==> src/rtl/uart_pkg.sv <==
// Shared types for the UART transmit arbiter and related blocks.
package uart_pkg;

    localparam int DATA_BITS = 8;

    typedef enum logic [2:0] {
        ARB,
        START,
        WAIT_ACK,
        WAIT_DONE,
        RELEASE
    } arb_state_t;

endpackage

==> src/rtl/rr_select.sv <==
// Combinational round-robin picker: first set request at or after ptr, with wrap.
module rr_select #(
    parameter int N_REQ = 4,
    parameter int ID_W  = $clog2(N_REQ)
) (
    input  logic [N_REQ-1:0] req,
    input  logic [ID_W-1:0]  ptr,
    output logic             found,
    output logic [ID_W-1:0]  index
);

    // Walk ptr, ptr+1, ... modulo N_REQ and keep the first hit
    always_comb begin
        logic [ID_W-1:0] cand;
        found = 1'b0;
        index = '0;
        cand  = '0;
        for (int i = 0; i < N_REQ; i++) begin
            cand = ID_W'((int'(ptr) + i) % N_REQ);
            if (!found && req[cand]) begin
                found = 1'b1;
                index = cand;
            end
        end
    end

endmodule

==> src/rtl/uart_tx_arbiter.sv <==
// Shares one UART transmitter between N_REQ byte producers. Round-robin
// grant with packet locking; the granted byte is held on uart_data for the
// whole frame, and tx_start is sequenced against the busy/done handshake.
module uart_tx_arbiter
    import uart_pkg::*;
#(
    parameter int N_REQ       = 4,
    parameter int ID_W        = $clog2(N_REQ),
    parameter int ACK_TIMEOUT = 1024
) (
    input  logic                       clk,
    input  logic                       rst,
    input  logic [N_REQ-1:0]           req_valid,
    input  logic [DATA_BITS*N_REQ-1:0] req_data,
    input  logic [N_REQ-1:0]           req_last,
    output logic [N_REQ-1:0]           req_ready,
    output logic                       uart_tx_start,
    output logic [DATA_BITS-1:0]       uart_data,
    input  logic                       uart_busy,
    input  logic                       uart_done,
    output logic [ID_W-1:0]            grant_id,
    output logic                       locked,
    output logic                       ack_err
);

    localparam int CNT_W = $clog2(ACK_TIMEOUT) + 1;

    arb_state_t      state;
    logic [ID_W-1:0] rr_ptr;
    logic [ID_W-1:0] rr_idx;
    logic            rr_found;
    logic [ID_W-1:0] sel_idx;
    logic            sel_found;
    logic [ID_W-1:0] next_ptr;
    logic            last_flag;
    logic [CNT_W-1:0] ack_cnt;

    rr_select #(
        .N_REQ (N_REQ),
        .ID_W  (ID_W)
    ) u_rr (
        .req   (req_valid),
        .ptr   (rr_ptr),
        .found (rr_found),
        .index (rr_idx)
    );

    // While a packet is open only its owner may be chosen, and we wait on it forever
    always_comb begin
        sel_idx   = locked ? grant_id : rr_idx;
        sel_found = locked ? req_valid[grant_id] : rr_found;
    end

    // Rotation restarts just past the requester that last owned the line
    assign next_ptr = (grant_id == ID_W'(N_REQ - 1)) ? '0 : grant_id + ID_W'(1);

    // Accept handshake: one-hot, only in ARB, and the byte is latched at this edge
    always_comb begin
        req_ready = '0;
        if (!rst && state == ARB && sel_found)
            req_ready[sel_idx] = 1'b1;
    end

    // Main sequencer; start and error are one-cycle registered pulses
    always_ff @(posedge clk) begin
        if (rst) begin
            state         <= ARB;
            rr_ptr        <= '0;
            locked        <= 1'b0;
            grant_id      <= '0;
            uart_data     <= '0;
            uart_tx_start <= 1'b0;
            ack_err       <= 1'b0;
            ack_cnt       <= '0;
            last_flag     <= 1'b0;
        end else begin
            uart_tx_start <= 1'b0;
            ack_err       <= 1'b0;
            case (state)
                ARB: begin
                    if (sel_found) begin
                        uart_data <= req_data[int'(sel_idx)*DATA_BITS +: DATA_BITS];
                        grant_id  <= sel_idx;
                        last_flag <= req_last[sel_idx];
                        if (!req_last[sel_idx])
                            locked <= 1'b1;
                        state <= START;
                    end
                end
                START: begin
                    uart_tx_start <= 1'b1;
                    ack_cnt       <= '0;
                    state         <= WAIT_ACK;
                end
                WAIT_ACK: begin
                    if (uart_busy) begin
                        state <= WAIT_DONE;
                    end else if (ack_cnt == CNT_W'(ACK_TIMEOUT - 1)) begin
                        // Transmitter never answered: drop the byte and reopen arbitration
                        ack_err <= 1'b1;
                        locked  <= 1'b0;
                        rr_ptr  <= next_ptr;
                        state   <= ARB;
                    end else begin
                        ack_cnt <= ack_cnt + 1'b1;
                    end
                end
                WAIT_DONE: begin
                    if (uart_done)
                        state <= RELEASE;
                end
                RELEASE: begin
                    if (!uart_busy) begin
                        if (last_flag) begin
                            locked <= 1'b0;
                            rr_ptr <= next_ptr;
                        end
                        state <= ARB;
                    end
                end
                default: state <= ARB;
            endcase
        end
    end

endmodule

==> config.mk <==
export PLATFORM = sky130hd
export DESIGN_NAME = uart_tx_arbiter
export DESIGN_NICKNAME = d
export VERILOG_FILES = /design/src/rtl/uart_pkg.sv /design/src/rtl/rr_select.sv /design/src/rtl/uart_tx_arbiter.sv
export SDC_FILE = /design/constraint.sdc
export NUM_CORES = 1
export LEC_CHECK = 0
export CAP_MARGIN = 40
export CORE_ASPECT_RATIO = 0.75
export CORE_MARGIN = 2
export CORE_UTILIZATION = 49
export DETAILED_ROUTE_END_ITERATION = 10
export PLACE_DENSITY_LB_ADDON = 0.25
export SLEW_MARGIN = 20
export SYNTH_ARGS = -nofsm -noshare
export SYNTH_HDL_FRONTEND = slang
export SYNTH_SLANG_ARGS = --single-unit
==> constraint.sdc <==
create_clock -name clk -period 4.7 [get_ports clk]
set_input_delay 0.94 -clock clk [delete_from_list [all_inputs] [get_ports clk]]
set_output_delay 0.94 -clock clk [all_outputs]
set_load 0.03 [all_outputs]
# [Yosys cells after proc, flatten, opt, wreduce, memory -nomap -nowiden]
# Index checks and enable logic that the tools add are counted.
[totals] input_bits=44 wordCells=107 output_inout_bits=17 register_bits=30
[classes] bitwise=1 n_eq_ne=15 n_reduce_logical=20 order_cmp=7 addsub=5 mux=49 shifts=1
[op_table] op="indexed part select 32 x 6 -> 8 bit" count=1
[op_table] op="2-to-1 mux 11 bit" count=2
[op_table] op="one-hot mux 11 bit (2 select lines)" count=1
[op_table] op="2-to-1 mux 1 bit" count=20
[op_table] op="2-to-1 mux 2 bit" count=10
[op_table] op="< comparator 2 x 3 -> 1 bit, second input constant" count=6
[op_table] op="inequality test 2 bit, second input constant" count=8
[op_table] op="2-to-1 mux 3 bit" count=5
[op_table] op="one-hot mux 3 bit (5 select lines)" count=1
[op_table] op="binary-select mux 1 bit (select 2 bit)" count=6
[op_table] op="adder 11 x 1 -> 11 bit, second input constant" count=1
[op_table] op="equality test 11 x 10 -> 1 bit, second input constant" count=1
[op_table] op="AND reduction 7 bit" count=1
[op_table] op="equality test 3 x 2 -> 1 bit, second input constant" count=2
[op_table] op="logical AND 1 bit" count=6
[op_table] op="AND reduction 5 bit" count=1
[op_table] op="adder 2 x 1 -> 2 bit, second input constant" count=2
[op_table] op="adder 2 bit, second input constant" count=2
[op_table] op="zero test 1 bit" count=4
[op_table] op="2-to-1 mux 4 bit" count=1
[op_table] op="one-hot mux 2 bit (2 select lines)" count=1
[op_table] op="AND reduction 4 bit" count=1
[op_table] op="nonzero test 2 bit" count=2
[op_table] op="equality test 3 x 1 -> 1 bit, second input constant" count=1
[op_table] op="other kinds (12)" count=12

# [Logic depth before layout (Yosys ltp)]
[depth] ltp_word=18 mapped_depth=7 ltp_nobuf=6

# [By module]
# A second synthesis with hierarchy kept.
[hier_totals] cells_unflattened=218 area_unflattened_um2=1833.0
[modules_own_cells] mod="uart_tx_arbiter" seq_area_each_um2=600.6 cells_per_inst=203 n_inst=1 area_per_inst_um2=1755.4
[modules_own_cells] mod="rr_select" seq_area_each_um2=0.0 cells_per_inst=15 n_inst=1 area_per_inst_um2=77.6

# [Worst setup path after synthesis]
# Ideal clock, no wire load.
[synth_timing] path_type="input to output" startpoint="in req_valid[0]" endpoint="out req_ready[3]" t_arrival_ns=2.531 setup_slack_ns=1.229 stages=6 n_path_buf=1 required_ns=3.760 path_cell_list="nor4bb_1 a211oi_1 a221oi_1 clkbuf_8 inv_1 nor2_1"
[synth_between] elab_chain_cells=18 elab_cells_between_ends=33 cone_classes="2 x order compare; 23 x mux; 8 x reduce/logical"
[synth_rtl] element="start, declared" line="uart_tx_arbiter.sv:13" text="input logic [N_REQ-1:0] req_valid,"
[synth_rtl] element="binary-select mux 1 bit (select 2 bit)" line="rr_select.sv:20" text="if (!found && req[cand]) begin"
[synth_rtl] element="2-to-1 mux 1 bit (implied by the code)" line="rr_select.sv:20"
[synth_rtl] element="2-to-1 mux 1 bit" line="rr_select.sv:20"
[synth_rtl] element="zero test 1 bit" line="rr_select.sv:20"
[synth_rtl] element="logical AND 1 bit" line="rr_select.sv:20"
[synth_rtl] element="2-to-1 mux 1 bit" line="rr_select.sv:20"
[synth_rtl] element="zero test 1 bit" line="rr_select.sv:20"
[synth_rtl] element="logical AND 1 bit" line="rr_select.sv:20"
[synth_rtl] element="(+2 left out)"
[synth_rtl] element="logical AND 1 bit" line="rr_select.sv:20"
[synth_rtl] element="2-to-1 mux 2 bit" line="rr_select.sv:20"
[synth_rtl] element="2-to-1 mux 2 bit" line="uart_tx_arbiter.sv:50" text="sel_idx = locked ? grant_id : rr_idx;"
[synth_rtl] element="< comparator 2 x 3 -> 1 bit (implied by the code) / >= comparator 2 x 1 -> 1 bit (equally long branches)" line="uart_tx_arbiter.sv:61" text="req_ready[sel_idx] = 1'b1;"
[synth_rtl] element="logical AND 1 bit (implied by the code)" line="uart_tx_arbiter.sv:61"
[synth_rtl] element="2-to-1 mux 1 bit (implied by the code)" line="uart_tx_arbiter.sv:61"
[synth_rtl] element="demux 1 bit (select 2 bit)" line="uart_tx_arbiter.sv:61"
[synth_rtl] element="2-to-1 mux 4 bit *" line="uart_tx_arbiter.sv:60" text="if (!rst && state == ARB && sel_found)"
[synth_rtl] element="end, declared" line="uart_tx_arbiter.sv:16" text="output logic [N_REQ-1:0] req_ready,"
# Every way passes the cells marked *; elsewhere a longest branch is shown, timed or not. The select of a mux whose other input is x is not followed.

# [Final worst setup path]
[layout_timing] startpoint="in req_valid[0]" endpoint="out req_ready[1]"
# Same word-level chain as after synthesis.

==> results.md <==
* Post-cts resize count at 0
* All-Layer GR Usage at 23.2%
* Critical path endpoint category: output port
* Cell Area, Synth at 1800 um2
* Pwr Density at 423 nW/um2
* Dominant synthesized flop cell: dfxtp_1
* # diodes at 0
* Run status: finished clean
* Most frequent cells in the layout: clkdlybuf4s50_1 (59), dfxtp_1 (30), a21oi_1 (14)
* Reg-to-reg startpoint: rr_ptr[1]$_SDFFE_PP0P_
* Postcts setup bufs at 0
* Cell count after synthesis at 190
* Hold Slack at 0.481 ns
* Vias per cell at 5.67
* MaxCap Viol Count at 0
* Leakage at 0.000890 uW
* DRT iter0 DRCs at 147
* Vert. Die Dim at 56.4 um
* Achievable Freq at 0.238 GHz
* Synth Warn # at 0
* Wirelength per Cell at 14.6 um
* Async set-reset flop share out of synthesis at 0%
* I/O Buffers at 60
* H-tree levels at 2
* Starting density of the core at 50.0%
* Largest net degree at the start of global routing at 20
* Layout area overhead at 39.8%
* Final Worst Setup Slack at 0.494 ns
* M3 GR Usage at 5.75%
* Drt total wl at 4450 um
* Worst vdd ir at 0.000218 V
* Final Hold Viols at 0
* Initial antenna violation count at 0
* Unique cell type count in the Yosys netlist at 50
* Hold crit path type: reg -> reg
* Mean Syn Cell Area at 9.45 um2
* RSZ-0062 raised after global routing: false
* Vias in the first global route at 1629
* Clk_lat worst skew at 0.28 ns
* Final min period at 4.21 ns
* R2r worst-path depth at 6
* Most common cell after layout, fill and taps aside: clkdlybuf4s50_1
* Max Slew Vio Count at 0
* Worst Skew at 0.00458 ns
* Crit-path max FO at 12
* Final period util at 89.5%
* Final setup viols at 0
* Global route overflow at 0
* Layout Nets at 297
* # DRC at 0
* Global Route met2 Usage at 34.2%
* CP startpoint: req_valid[0]
* Hold_buf cts at 0
* Vias at 1724
* R2R setup slack at 2.36 ns
* Critical path type: in -> out
* Pre-Repair DR Iteration Count at 4
* Ratio of cells with drive above 1 in the final layout at 14.3%
* Syn_nets at 236
* First-pass GRT wire length at 7530 um
* CP endpoint: req_ready[1]
* Gp weighted congestion at 0.800
* I/O Pins at 61
* Critical Path AT at 3.27 ns
* Die ar. at 4170 um2
* Root Driver: clkbuf_8
* Core area at 3590 um2
* R2R Path End: last_flag$_SDFFE_PP0P_
* Die W at 73.9 um
* Measured slew at the worst slew-check pin at 0.788 ns
* CTS buffer count at 5
* Setup crit start kind: input pin
* Clock slew at reported path FFs at 0.07 ns
* Worst path required time at 3.76 ns
* Normalized max-slew margin at 47.2%
* Fin Setup TNS at 0 ns
* DRT antenna net count at 0
* CTS tree: done
* Seq cells post-synth at 30
* Met1 global-route usage at 32.7%
* Place WS at 0.525 ns
* Clock Path Buffers at 2
* Cell Rows at 19
* Sequential share of the synthesized area at 33.4%
* EDFF count, synth at 0
* Sink Count at 30
* GRT busiest layer: met2
* Detailed-placement wirelength estimate at 3390 um
synth_stat cells (2+ instances only):
| library cell | n | share of area [%] |
|---|---|---|
| nand2_1 | 10 | 2.1 |
| or4_1 | 9 | 3.8 |
| inv_1 | 7 | 1.5 |
| or3b_2 | 2 | 0.98 |
| clkbuf_1 | 4 | 0.84 |
| or2_2 | 4 | 1.4 |
| a21oi_1 | 14 | 3.9 |
| a211oi_1 | 2 | 0.84 |
| nor2_1 | 9 | 1.9 |
| mux4_2 | 8 | 10 |
| nand2b_1 | 2 | 0.70 |
| mux2i_1 | 4 | 2.2 |
| o211ai_1 | 2 | 0.84 |
| nor2b_1 | 5 | 1.7 |
| nor4bb_1 | 2 | 1.1 |
| ha_1 | 2 | 1.4 |
| nor4_1 | 2 | 0.70 |
| dfxtp_1 | 30 | 33 |
| o21ai_0 | 9 | 2.5 |
| nand3_1 | 5 | 1.4 |
| and3_2 | 2 | 0.84 |
| buf_2 | 2 | 0.56 |
| nor3_1 | 6 | 1.7 |
| o21a_1 | 2 | 0.84 |
| a22o_1 | 9 | 4.4 |
| a31oi_1 | 2 | 0.70 |
| or3_1 | 3 | 1.0 |
| o31ai_1 | 6 | 2.5 |
| a21o_1 | 2 | 0.84 |
| nand4_1 | 4 | 1.4 |
area by class of cell:
class | count | area (um2)
fillers | 293 | 1080
clock buffers | 6 | 82.6
clock inverters | 2 | 12.5
repair buffers | 64 | 628
well taps | 52 | 65.1
multi-input cells | 143 | 1090
flip-flops and latches | 30 | 601
inverters | 7 | 26.3
report_power, final:
| part | leakage (uW) | internal (uW) | total, uW | switching (uW) |
|---|---|---|---|---|
| logic | 0.000598 | 243 | 497 | 254 |
| registers | 0.000245 | 300 | 347 | 46.6 |
| clock network | 0.0000472 | 117 | 216 | 99.1 |
logic make-up (layout without fill, tap and decap cells):
logic type | after synthesis | after routing | synth area share [%]
mux | 13 | 13 | 13.7
fa+ha+maj | 2 | 2 | 1.39
flops | 30 | 30 | 33.4
buf+inv | 17 | 79 | 5.57
simple gates | 71 | 71 | 23.7
compound gates | 57 | 57 | 22.2
worst max-delay path, stage by stage:
cell,delay [ns]
clkdlybuf4s50_1,0.58
nor4bb_1,0.42
a211oi_1,0.08
a221oi_1,0.33
buf_4,0.26
nor2_1,0.06
clkdlybuf4s50_1,0.58
how the worst min path moves through the flow:
| stage | from | to | slack (ns) | depth (start not counted) |
|---|---|---|---|---|
| finish | uart_data[0]$_SDFFE_PP0P_ | uart_data[0]$_SDFFE_PP0P_ | 0.48 | 1 |
| global route | uart_data[3]$_SDFFE_PP0P_ | uart_data[3]$_SDFFE_PP0P_ | 0.50 | 1 |
| CTS | uart_data[0]$_SDFFE_PP0P_ | uart_data[0]$_SDFFE_PP0P_ | 0.49 | 1 |
| detailed placement | uart_data[3]$_SDFFE_PP0P_ | uart_data[3]$_SDFFE_PP0P_ | 0.46 | 1 |
| global placement | uart_data[3]$_SDFFE_PP0P_ | uart_data[3]$_SDFFE_PP0P_ | 0.46 | 1 |
| floorplan | ack_cnt[8]$_SDFFE_PP0P_ | ack_cnt[8]$_SDFFE_PP0P_ | 0.45 | 2 |
through the flow:
step | std cells | power (uW) | instance area (um2) | util [%]
detailed placement | 296 | 849 | 2410 | 67.3
CTS | 304 | 1070 | 2510 | 69.9
finish | 304 | 1060 | 2510 | 69.9
global placement | 296 | 844 | 2410 | 67.3
floorplan | 190 | 692 | 1800 | -
global route | 304 | 1130 | 2510 | 69.9
metal layers:
layer	vias to the layer above	share of wire (%)	routed length, um
li1	863	-	-
met1	799	46	2070
met2	52	46	2050
met3	10	5.4	240
met4	0	2.0	87
met5	-	0	0
sequential cells by signal (all words and copies together) (netlist names):
register / flops
uart_tx_start: 1
rr_ptr: 2
ack_cnt: 11
uart_data: 8
locked: 1
last_flag: 1
state: 3
grant_id: 2
ack_err: 1
Power figures use the tool's default switching activity.
